--- src/rtl/mdu_pkg.sv ---
// Shared definitions for the iterative multiply/divide unit.
package mdu_pkg;

    localparam int DEFAULT_WIDTH = 32;

    typedef enum logic [1:0] {
        OP_MULLO = 2'b00,
        OP_MULHU = 2'b01,
        OP_DIVU  = 2'b10,
        OP_REMU  = 2'b11
    } op_e;

    typedef enum logic [1:0] {
        IDLE = 2'b00,
        RUN  = 2'b01,
        DONE = 2'b10
    } state_e;

endpackage

--- src/rtl/mdu_step.sv ---
// One iteration of the shared datapath: shift-add multiply or restoring divide.
// The {hi, lo} pair is the product register for multiply and {rem, quot} for divide.
module mdu_step
    import mdu_pkg::*;
#(
    parameter int WIDTH = DEFAULT_WIDTH
) (
    input  logic             i_is_div,
    input  logic [WIDTH:0]   i_hi,
    input  logic [WIDTH-1:0] i_lo,
    input  logic [WIDTH-1:0] i_opnd,
    output logic [WIDTH:0]   o_hi,
    output logic [WIDTH-1:0] o_lo
);

    logic [WIDTH-1:0] w_addend;
    logic [WIDTH:0]   w_sum;
    logic [WIDTH:0]   w_rem_sh;
    logic [WIDTH+1:0] w_trial;

    // Next {hi, lo}: multiply adds a into hi when lo[0] is set and shifts right
    // with the carry; divide shifts left and keeps the trial subtraction if it
    // did not go negative.
    always_comb begin
        w_addend = i_lo[0] ? i_opnd : '0;
        // hi is always below 2^WIDTH in multiply mode, so bit WIDTH of the sum is the carry
        w_sum    = i_hi + {1'b0, w_addend};
        // the stored remainder is always below the divisor, so its top bit is zero
        w_rem_sh = {i_hi[WIDTH-1:0], i_lo[WIDTH-1]};
        w_trial  = {1'b0, w_rem_sh} - {2'b00, i_opnd};
        o_hi     = {1'b0, w_sum[WIDTH:1]};
        o_lo     = {w_sum[0], i_lo[WIDTH-1:1]};
        if (i_is_div) begin
            if (!w_trial[WIDTH+1]) begin
                o_hi = w_trial[WIDTH:0];
                o_lo = {i_lo[WIDTH-2:0], 1'b1};
            end else begin
                o_hi = w_rem_sh;
                o_lo = {i_lo[WIDTH-2:0], 1'b0};
            end
        end
    end

endmodule

--- src/rtl/mul_div_unit.sv ---
// Iterative unsigned multiply/divide unit: fixed WIDTH+1 edge latency from
// accept to the done pulse, one datapath iteration per RUN cycle.
module mul_div_unit
    import mdu_pkg::*;
#(
    parameter int WIDTH = DEFAULT_WIDTH
) (
    input  logic             clk,
    input  logic             rst,
    input  logic             start,
    input  logic [1:0]       op,
    input  logic [WIDTH-1:0] operand_a,
    input  logic [WIDTH-1:0] operand_b,
    output logic [WIDTH-1:0] result,
    output logic             busy,
    output logic             done,
    output logic             div_by_zero
);

    localparam int CW = $clog2(WIDTH);

    state_e           r_state;
    state_e           w_state_nxt;
    logic [CW-1:0]    r_cnt;
    op_e              r_op;
    logic [WIDTH:0]   r_hi;
    logic [WIDTH-1:0] r_lo;
    logic [WIDTH-1:0] r_opnd;
    logic             w_accept;
    logic             w_last;
    logic             w_is_div;
    logic [WIDTH:0]   w_hi_nxt;
    logic [WIDTH-1:0] w_lo_nxt;

    assign w_is_div = (r_op == OP_DIVU) || (r_op == OP_REMU);

    mdu_step #(
        .WIDTH (WIDTH)
    ) u_step (
        .i_is_div (w_is_div),
        .i_hi     (r_hi),
        .i_lo     (r_lo),
        .i_opnd   (r_opnd),
        .o_hi     (w_hi_nxt),
        .o_lo     (w_lo_nxt)
    );

    // Next-state, accept/last-iteration strobes and status outputs.
    always_comb begin
        w_state_nxt = r_state;
        w_accept    = 1'b0;
        w_last      = 1'b0;
        busy        = 1'b0;
        done        = 1'b0;
        case (r_state)
            IDLE: begin
                if (start) begin
                    w_accept    = 1'b1;
                    w_state_nxt = RUN;
                end
            end
            RUN: begin
                busy = 1'b1;
                if (r_cnt == CW'(WIDTH - 1)) begin
                    w_last      = 1'b1;
                    w_state_nxt = DONE;
                end
            end
            DONE: begin
                done = 1'b1;
                if (start) begin
                    w_accept    = 1'b1;
                    w_state_nxt = RUN;
                end else begin
                    w_state_nxt = IDLE;
                end
            end
            default: w_state_nxt = IDLE;
        endcase
    end

    // State register.
    always_ff @(posedge clk) begin
        if (rst) r_state <= IDLE;
        else     r_state <= w_state_nxt;
    end

    // Iteration counter, cleared on accept and advanced once per RUN cycle.
    always_ff @(posedge clk) begin
        if (rst)           r_cnt <= '0;
        else if (w_accept) r_cnt <= '0;
        else if (busy)     r_cnt <= r_cnt + 1'b1;
    end

    // Operand latch and working registers; a reset leaves them stale because
    // the next accept reloads them before they are used.
    always_ff @(posedge clk) begin
        if (w_accept) begin
            r_op   <= op_e'(op);
            r_hi   <= '0;
            r_lo   <= op[1] ? operand_a : operand_b;
            r_opnd <= op[1] ? operand_b : operand_a;
        end else if (busy) begin
            r_hi   <= w_hi_nxt;
            r_lo   <= w_lo_nxt;
        end
    end

    // Result and divide-by-zero flag, written only by the final iteration.
    always_ff @(posedge clk) begin
        if (rst) begin
            result      <= '0;
            div_by_zero <= 1'b0;
        end else if (w_last) begin
            result      <= (r_op == OP_MULHU || r_op == OP_REMU) ? w_hi_nxt[WIDTH-1:0] : w_lo_nxt;
            div_by_zero <= w_is_div && (r_opnd == '0);
        end
    end

endmodule
--- config.mk ---
export PLATFORM = sky130hd
export DESIGN_NAME = mul_div_unit
export DESIGN_NICKNAME = d
export VERILOG_FILES = /design/src/rtl/mdu_pkg.sv /design/src/rtl/mdu_step.sv /design/src/rtl/mul_div_unit.sv
export SDC_FILE = /design/constraint.sdc
export NUM_CORES = 1
export LEC_CHECK = 0
export CAP_MARGIN = 30
export CORE_UTILIZATION = 45
export CTS_CLUSTER_DIAMETER = 30
export CTS_CLUSTER_SIZE = 25
export DETAILED_ROUTE_END_ITERATION = 12
export MAX_ROUTING_LAYER = met4
export PLACE_DENSITY = 0.65
export REMOVE_ABC_BUFFERS = 1
export SYNTH_ARGS = -nofsm -noshare
export SYNTH_HDL_FRONTEND = slang
export SYNTH_HIERARCHICAL = 1
export SYNTH_SLANG_ARGS = --single-unit
--- constraint.sdc ---
create_clock -name clk -period 9.6 [get_ports clk]
set_input_delay 0.96 -clock clk [delete_from_list [all_inputs] [get_ports clk]]
set_output_delay 0.96 -clock clk [all_outputs]
set_load 0.1 [all_outputs]
; ---- After elaboration in Yosys (flattened, before gate mapping)
; Index checks and enable logic that the tools add are counted.
[op_classes]
n_div = 0
mul = 0
bitwise_logic = 0
shifts = 0
mux = 20
eq_ne = 8
n_lt_le_gt_ge = 0
reduce_logical = 9
addsub = 3
[ops]
columns = cell, n
row1 = 32-bit 2-to-1 mux, 7
row2 = 33-bit 2-to-1 mux, 2
row3 = 33-bit by 32-bit subtractor with 34-bit output, 1
row4 = 33-bit by 32-bit adder with 33-bit output, 1
row5 = 32-bit zero test, 1
row6 = 1-bit 2-to-1 mux, 8
row7 = "2-bit equality test, second input constant", 3
row8 = 2-bit one-hot mux with 3 select lines, 1
row9 = "5-bit by 1-bit adder with 5-bit output, second input constant", 1
row10 = "5-bit equality test, second input constant", 1
row11 = "2-bit by 1-bit equality test with 1-bit output, second input constant", 2
row12 = 2-bit 2-to-1 mux, 2
row13 = "2-bit != test, second input constant", 2
row14 = 2-bit OR reduction, 2
row15 = 2-bit zero test, 1
row16 = 1-bit logical OR, 2
row17 = 2-bit AND reduction, 1
row18 = 2-bit nonzero test, 1
row19 = 1-bit logical AND, 1
[word_totals]
wordCells = 48
ff_bits = 139
latchBits = 0
inputBits = 69
memories = 0
mem_bits_rw = 0
romBits = 0
out_inout_bits = 35

; ---- Depth between registers and ports, before layout
[depth]
word_depth = 5
depth_mapped = 18
ltp_nobuf = 16

; ---- By module
; The synthesis kept the hierarchy.
[modules_own_cells]
columns = mod, area_each_um2, seq_area_each_um2, n_inst, cells_each
row1 = mul_div_unit, 5809.3, 3443.3, 1, 477
row2 = mdu_step, 4564.4, 0.0, 1, 640

; ---- Least setup slack after synthesis
; OpenSTA, ideal clock, no wires.
[synth_path]
path_kind = register -> register
startpoint = reg r_lo[0]
endpoint = reg result[31]
stages_incl_launch_ff = 17
path_slack_ps = 5440
arrival_time_ps = 4075
setup_time_ps = 86
n_path_buf = 1
required_time_ps = 9514
synth_period_minus_slack_ps = 4160
cell_sequence = edfxtp_1 clkbuf_1 and2_1 ha_1 fa_1 a211o_2 a2111oi_4 nor4b_4 o31ai_4 o31a_4 a31oi_4 a221o_1 a21oi_2 mux2_4 a311oi_2 mux2i_1 a211oi_1
[synth_between]
elab_chain_cells = 4
[synth_lines]
columns = element, line_no
row1 = "start, declared", mul_div_unit.sv:27  ; logic [WIDTH-1:0] r_lo;
row2 = "start signal, assigned", mul_div_unit.sv:101  ; r_lo <= op[1] ? operand_a : operand_b;
row3 = "start signal, assigned", mul_div_unit.sv:105  ; r_lo <= w_lo_nxt;
row4 = 32-bit 2-to-1 mux, mdu_step.sv:25  ; w_addend = i_lo[0] ? i_opnd : '0;
row5 = 33-bit by 32-bit adder with 33-bit output, mdu_step.sv:27  ; w_sum = i_hi + {1'b0, w_addend};
row6 = 33-bit 2-to-1 mux, mdu_step.sv:33  ; if (i_is_div) begin
row7 = net w_hi_nxt[31], mul_div_unit.sv:32  ; logic [WIDTH:0] w_hi_nxt;
row8 = 32-bit 2-to-1 mux, mul_div_unit.sv:115  ; result <= (r_op == OP_MULHU || r_op == OP_REMU) ? w_hi_nxt[WIDTH-1:0] : w_lo_nxt;
row9 = "end signal, assigned", mul_div_unit.sv:115
row10 = "end, declared", mul_div_unit.sv:14  ; output logic [WIDTH-1:0] result,
; The timed path passes the listed nets, and every way through them passes these cells.
; A chain may end at the register's enable or synchronous reset.

; ---- Final worst setup path
; Same ends and word-level chain as after synthesis.

==> run_results.csv <==
group,metric,value,unit
outcome,status,"complete, no violations",
hold_path,hp-class,"reg -> reg",
drt,drt_wl_total,27400,um
drt,drcViolationCount,0,
synthesis,yosysUniqueCellTypes,73,
sta,worst_pin_slew,978,ps
cells_and_area,layout-drive-gt1-share,10.7,%
synthesis,syn_inst,1117,
clock_tree,hold_buffers,0,
drt,num_vias,8538,
sta,setup-violations-final,0,
synthesis,ys_seq_elements,139,
cells_and_area,nets,1323,
floorplan,core-area,0.0226,sq mm
clock_tree,numCtsBuffers,17,
floorplan,die_y,154,um
pwr,p_leak,5.09,nW
cells_and_area,final_cell_mix,"clkdlybuf4s50_1 (102), mux2i_1 (92), nor2_1 (84)",
clock_tree,cts_max_level,4,
setup_path,r2r-start,"r_lo[0]",
floorplan,boundaryPins,104,
clock_tree,cts_sinks,139,
grt,overflow,0,
grt,antenna_found_initial,0,
synthesis,synth_top_flop_cell,"dfxtp_1",
floorplan,start_util,45.8,%
job,max_cap_violations,0,
synthesis,synth-edff-count,66,
setup_path,crit_type,"reg -> reg",
drt,drt-vias-per-instance,5.75,
hold_path,min_from,"r_cnt[4]",
floorplan,rows,55,
sta,tns,0,ps
clock_tree,cts.repair.resized,0,
sta,final_hold_viol_count,0,
clock_tree,insertion_delay,440,ps
grt,grt_max_degree,68,
grt,grt_pass1_wl,44000,um
cells_and_area,syn2layout_area_growth,17.8,%
place,dp_cells,1451,
cells_and_area,final_common_cell,"clkdlybuf4s50_1",
sta,rsz0062_at_grt,"false",
setup_path,cp.required,9950,ps
cells_and_area,diodes,0,
clock_tree,cts_tree,"done",
place,placement.io_buffers,103,
drt,first_pass_iters,5,
synthesis,synth.avg_cell_area,9.29,sq um
floorplan,dieArea,0.0237,sq mm
drt,drt-initial-drc-count,501,
sta,max_freq,0.205,GHz
clock_tree,cts_root_buf,"clkbuf_16",
place,hpwl,19300,um
cells_and_area,fin_cells,1484,
setup_path,critPathMaxFanout,33,
sta,max_slew_margin,34.6,%
drt,wl_per_cell,18.4,um
setup_path,start_kind,"register",
synthesis,ys_seq_area_share,33.2,%
sta,report.final.slew_viol_count,0,
grt,grt_pass1_vias,8206,
setup_path,cp-startpoint,"r_lo[0]",
floorplan,die_w,154,um
drt,drtAntennaViolNets,0,
sta,period_needed,4890,ps
pwr,power-per-cell-area,181,mW/mm^2
clock_tree,clk_pin_slew_worst_paths,60,ps
clock_tree,clockBufferDepth,2,
pwr,ir_worst_vdd,106,uV
sta,fin_crit_sh,50.9,%
place,place_congestion,0.984,
cells_and_area,fillCellCount,2086,
clock_tree,postCtsSetupRepairBufs,0,
synthesis,yosys_warnings,6,
setup_path,worst_ep_arrival_time,5230,ps
synthesis,synth_area,0.0104,sq mm
grt,track_usage,24.6,%
setup_path,critPathCaptureType,"register",
sta,clock_skew,14.8,ps
synthesis,ys_async_sr_fraction,0,%
logic make-up (layout without fill, tap and decap cells):
logic type               Yosys count  after routing  synth area share, %
AND/OR/NAND/NOR                  269            269                 12.4
adder cells (fa/ha/maj)           68             68                 8.35
buffers and inverters            115            197                 4.51
XOR/XNOR                          55             55                 4.64
multiplexers                     158            158                 16.1
flip-flops                       139            139                 33.2
AO/OA/AOI/OAI                    313            313                 20.8
metrics by stage:
step / power [mW] / util (%) / area, sq um / hold WS [ps] / worst slack [ps]
after detailed placement: 1.55 / 51.3 / 11600 / 460 / 4760
after floorplan: 1.33 / - / 10100 / 441 / 4140
after global placement: 1.54 / 51.1 / 11600 / 445 / 4850
after CTS: 2.22 / 53.9 / 12200 / 469 / 4720
after global routing: 2.34 / 54.0 / 12200 / 491 / 4440
final: 2.22 / 54.0 / 12200 / 472 / 4710
worst paths after layout:
path	end	slack, ps	depth (start not counted)
setup / recovery	result[31]	4710	15
setup reg to reg	result[31]	4710	15
hold reg to reg	r_cnt[4]	470	2
hold / removal	r_cnt[4]	470	2
synth_stat cells (all sizes together), types with 3 or more instances:
master,number,area (sq um)
a31oi,8,65.1
o31ai,5,51.3
buf,27,138
and2,37,231
and3,7,43.8
a21o,34,255
nand2b,10,62.6
nor3,6,30.0
nor2b,7,43.8
a21oi,78,398
inv,48,180
nand3,15,75.1
nand2,74,278
a22o,33,289
o21bai,13,97.6
ha,66,826
clkbuf,39,146
a211oi,39,298
o211ai,5,37.5
dfxtp,73,1460
nand3b,3,22.5
xor2,22,193
o21a,7,53.8
mux2i,92,921
nand4,10,62.6
a32oi,3,26.3
edfxtp,66,1980
nor4,5,31.3
nor2,85,319
mux2,66,747
o21ai,64,320
xnor2,33,289
state kept, by name, summed over array words and instances (netlist names):
signal       count
r_hi            33
r_lo            32
r_opnd          32
result          32
r_cnt            5
r_op             2
r_state          2
div_by_zero      1
worst max-delay path: stages (launching register included):
cell       delay [ps]
edfxtp_1          770
and2_1            300
ha_1              220
fa_1              440
a211o_2           390
a2111oi_4         420
nor4b_4           110
o31ai_4           340
o31a_4            220
a31oi_4           110
a221o_1           330
a21oi_2           160
mux2_4            310
a311oi_2          310
mux2i_1           130
a211oi_1          230
per-layer routing:
metal | wire, um | vias up | GRT usage (%)
met5 | 0 | - | -
met4 | 532 | 0 | 8.10
met3 | 1410 | 38 | 4.09
met2 | 12700 | 248 | 38.6
met1 | 12700 | 3993 | 32.0
li1 | - | 4259 | -
cell type report:
type / count / area [sq um] / share of cell area [%]
Multi-Input combinational cell: 863 / 6470 / 53.0
Sequential cell: 139 / 3440 / 28.2
Timing Repair Buffer: 116 / 1180 / 9.64
Clock buffer: 19 / 443 / 3.62
Tap cell: 285 / 357 / 2.92
Inverter: 49 / 184 / 1.50
Clock inverter: 13 / 141 / 1.16
power breakdown:
| group | total, mW | internal [mW] | switching, mW |
|---|---|---|---|
| clock network | 0.667 | 0.391 | 0.276 |
| logic | 0.788 | 0.348 | 0.439 |
| registers | 0.762 | 0.693 | 0.0692 |
No activity file was read; power rests on OpenSTA's default activity.
==> RTL edit 1: new RTL, same flow settings <==
Change the package constant `DEFAULT_WIDTH` from 32 to 64.
--- a/src/rtl/mdu_pkg.sv
+++ b/src/rtl/mdu_pkg.sv
@@ -3,3 +3,3 @@
 
-    localparam int DEFAULT_WIDTH = 32;
+    localparam int DEFAULT_WIDTH = 64;
 
Interface: changed (resized operand_a, operand_b and result); port bits go from 104 to 200. The function was not compared with the original's and may differ.
==> RTL edit 1 against the unedited design <==
The flow now finishes with violations (DRC); total power rose to 2.9 times the old value; global-route usage rose by 4.6 points; synthesized area rose by 110%; die area rose by 100%; first-iteration DRC count rose to 3.0 times the old value; utilization rose by 1.9 points; cell area rose by 110%; critical endpoint is now result[29]$_SDFFE_PP0P_; sequential cell count rose by 129; critical path depth did not move; worst setup slack got worse by 1.3 ns; critical path type unchanged; worst hold slack got worse by 0.00059 ns; fmax fell by 21%; routed wire length rose to 2.5 times the old value.
==> RTL edit 1: results (changes against the unedited design) <==
Run status
  • Status: finished with violations
  • Failing checks: DRC

Synth
  • Distinct cells, synth: 80 (+9.6%)
  • Register area share after synthesis: 0.311 (-0.0205)
  • Top cells by count, synth: nand2_1, o21ai_0, nor2_1
  • Top cells by area, synth: edfxtp_1, dfxtp_1, ha_1

Route
  • DRC Markers: 6 (+6)
  • Met3 WL post-DR: 4.33 mm (+210%)
  • Metal-1 WL: 32.5 mm (+160%)
  • Routed wl met2: 30.3 mm (+140%)

Placement
  • Pre-CTS WS: 3.79 ns (-0.976 ns)
  • Post-DP HPWL: 50.2 mm (+160%)
  • Placer congestion estimate: 1.02 (+3.7%)
  • Placed inst area: 23,600 sq um (+100%)

Critical path
  • Worst setup startpoint: r_opnd[4]$_DFFE_PP_
  • Crit path max fanout: 57 (+73%)
  • CP max stage cell: buf_4
  • Largest stage delay on the critical path: 0.70 ns (-0.07 ns)

Pwr
  • Peak supply drop: 139 uV (+31%)
  • Seq pwr share: 0.239 (-0.105)
  • Leakage: 0.0108 uW (+110%)

Final layout
  • Largest register FFs: 65 (+97%)
  • Layout fillers: 4,270 (+100%)

Hold path
  • Min-delay src: r_cnt[1]$_SDFFE_PP0N_

Clocking
  • CTS max path bufs: 3 (+1)
RTL edit 1: cell types whose count changed after synthesis, moves of 54 or more:
cell      change
clkbuf_1     +54
o21ai_0     +129
a21oi_1      +88
ha_1         +63
inv_1        +54
dfxtp_1      +65
nand2_1     +182
edfxtp_1     +64
nor2_1       +90
mux2_2       +73
RTL edit 1: worst paths after layout:
kind / cells after the start / slack [ns] / endpoint
max: 15 / 3.41 / result[29]$_SDFFE_PP0P_
min: 2 / 0.47 / r_cnt[1]$_SDFFE_PP0N_
max reg2reg: 15 / 3.41 / result[29]$_SDFFE_PP0P_
min reg2reg: 2 / 0.47 / r_cnt[1]$_SDFFE_PP0N_
RTL edit 1: layer usage:
metal,up-vias,track usage
li1,9336,-
met1,9361,0.399
met2,705,0.436
met3,112,0.0501
met4,0,0.0915
met5,-,-
RTL edit 1: cells by family after synthesis:
family,Yosys count,share of synthesized area
AOI/OAI and AO/OA,744,0.232
and+or+nand+nor,660,0.141
DFF,268,0.311
muxes,267,0.133
buffers and inverters,261,0.0537
adders and majority gates,131,0.0773
xor gates and xnor gates,125,0.0512
RTL edit 1: layout make-up:
class                   count  area share
well taps                 607      0.0291
clock buffers             103      0.0821
flip-flops and latches    268       0.255
inverters                 103      0.0148
repair buffers            215      0.0824
clock inverters            35      0.0157
multi-input cells        1927       0.521
RTL edit 1: metrics by stage:
stage                     std cells  utilization
after global placement         3118        0.503
after detailed placement       3120        0.504
final                          3258        0.559
after global routing           3258        0.559
after floorplan                2298            -
after CTS                      3258        0.559
RTL edit 1: critical path, delay by kind of cell, from the launching register on:
kind,cells,cell delay (ns)
DFF,1,0.39
AOI/OAI and AO/OA,9,3.94
adders and majority gates,1,0.38
muxes,1,0.14
and+or+nand+nor,2,0.45
buffers and inverters,2,0.76
==> RTL edit 2: new RTL, config.mk and constraints unchanged <==
Made on the original files. Reset style: asynchronous (`rst`), changed in 3 clocked blocks.
--- a/src/rtl/mul_div_unit.sv
+++ b/src/rtl/mul_div_unit.sv
@@ -82,3 +82,3 @@
     // State register.
-    always_ff @(posedge clk) begin
+    always_ff @(posedge clk or posedge rst) begin
         if (rst) r_state <= IDLE;
@@ -88,3 +88,3 @@
     // Iteration counter, cleared on accept and advanced once per RUN cycle.
-    always_ff @(posedge clk) begin
+    always_ff @(posedge clk or posedge rst) begin
         if (rst)           r_cnt <= '0;
@@ -109,3 +109,3 @@
     // Result and divide-by-zero flag, written only by the final iteration.
-    always_ff @(posedge clk) begin
+    always_ff @(posedge clk or posedge rst) begin
         if (rst) begin
Check against the original RTL: differs if rst is asserted again (counterexample within 4 cycles, from zero or initial values and one cycle with rst high); with rst held inactive, the same outputs for 10 cycles.
==> RTL edit 2 against the unedited design <==
Sequential cell count unchanged; routed wire length increased by 2.9%; global-route usage increased by 0.57 points; cell area increased by 0.79%; first-iteration DRC count increased by 17%; synthesized area increased by 1.4%; worst setup slack improved by 0.063 ns; critical path type unchanged.
Power is not compared: it rests on default switching activity, and its combinational part moved more than twofold at a synthesized area within 25%.
==> RTL edit 2: results (changes against the unedited design) <==
Run status
  • Status: completed

Critical path
  • Largest stage delay on the critical path: 0.79 ns (+0.02 ns)
  • CP max stage cell: edfxtp_1
  • Crit path DAT: 5.17 ns (-0.06 ns)
  • Crit path to: result[31]$_DFFE_PP0P_
  • R2R depth: 15 (unchanged)

Placement
  • Post-DP HPWL: 19.9 mm (+3.0%)
  • Placed inst area: 11,700 sq um (+0.72%)
  • Placer congestion estimate: 0.921 (-6.3%)
  • Pre-CTS WS: 4.83 ns (+0.0720 ns)
  • Post-Place Cells: 1,469 (+1.2%)

Hold path
  • HP Class: flop to flop
  • Min-delay src: result[11]$_DFFE_PP0P_
  • Hold endpoint: result[11]$_DFFE_PP0P_

Route
  • Drt via density: 5.69 (-1.2%)
  • Vias: 8,541 (+0.035%)
  • Routed wl met2: 13.3 mm (+4.6%)
  • Metal-1 WL: 13.4 mm (+5.0%)
  • Met3 WL post-DR: 1.08 mm (-23%)
  • DR WL/cell: 18.7 um (+1.7%)
  • DR iter-0 viols: 587 (+17%)

Timing
  • Hold slack: 0.478 ns (+0.00654 ns)
  • Worst-Margin Slew: 1.01 ns (+0.0280 ns)
  • Fin Clk Skew: 0.0117 ns (-0.00310 ns)
  • Post-route minimum period: 4.82 ns (-0.0630 ns)

Synth
  • Synth Instances: 1,106 (-0.98%)
  • Top cells by count, synth: nand2_1, mux2i_1, o21ai_0
  • Distinct cells, synth: 79 (+8.2%)
  • Register area share after synthesis: 0.347 (+0.0146)
  • Top cells by area, synth: edfxtp_1, dfrtp_1, mux2i_1
  • Async set or reset register ratio after synthesis: 0.288 (+0.288)

Global route
  • First-pass GRT wire length: 45.4 mm (+3.1%)
  • Met3 GRT Util: 0.0323 (-0.00856)
  • GR Util met1: 0.332 (+0.0119)
  • Met2 Use GR: 0.405 (+0.0188)
  • Initial antenna violation count: 0 (unchanged)
  • Gr usage total: 0.251 (+0.00574)
  • Vias in the first global route: 8,310 (+1.3%)

Clocking
  • Root Buffer: clkbuf_16
  • Clock transition at path regs: 0.07 ns

Final layout
  • Layout fillers: 2,092 (+0.29%)
  • Share of layout cells above drive strength 1: 0.109 (+0.00258)
  • Final net count: 1,313 (-0.76%)
==> RTL edit 2: cell types whose count changed in the layout (fill, tap and decap cells not counted), sizes merged, moves of 3 or more <==
cell,delta
o21ai,+34
dfrtp,+40
nor2,-33
inv,+9
a22o,+3
nand2,+31
a21oi,-3
dfxtp,-40
buf,-4
a211oi,-32
==> RTL edit 2: area by class of cell <==
cell class	instances	area, sq um	share of cell area
clock buffers	17	425	0.0345
well taps	313	392	0.0318
flip-flops and latches	139	3640	0.296
repair buffers	112	1130	0.0916
clock inverters	15	171	0.0139
multi-input cells	855	6360	0.517
inverters	51	194	0.0157
==> RTL edit 2: kinds of logic after synthesis <==
group	synth area share
AO/OA/AOI/OAI	0.198
AND/OR/NAND/NOR	0.121
multiplexers	0.159
flip-flops	0.347
buffers and inverters	0.0484
adder cells (fa/ha/maj)	0.0823
XOR/XNOR	0.0450
==> RTL edit 2: tightest hold or removal path: stages, from the launching register on <==
cell,delay (ns)
dfrtp_1,0.34
nand2_1,0.04
o21ai_0,0.06
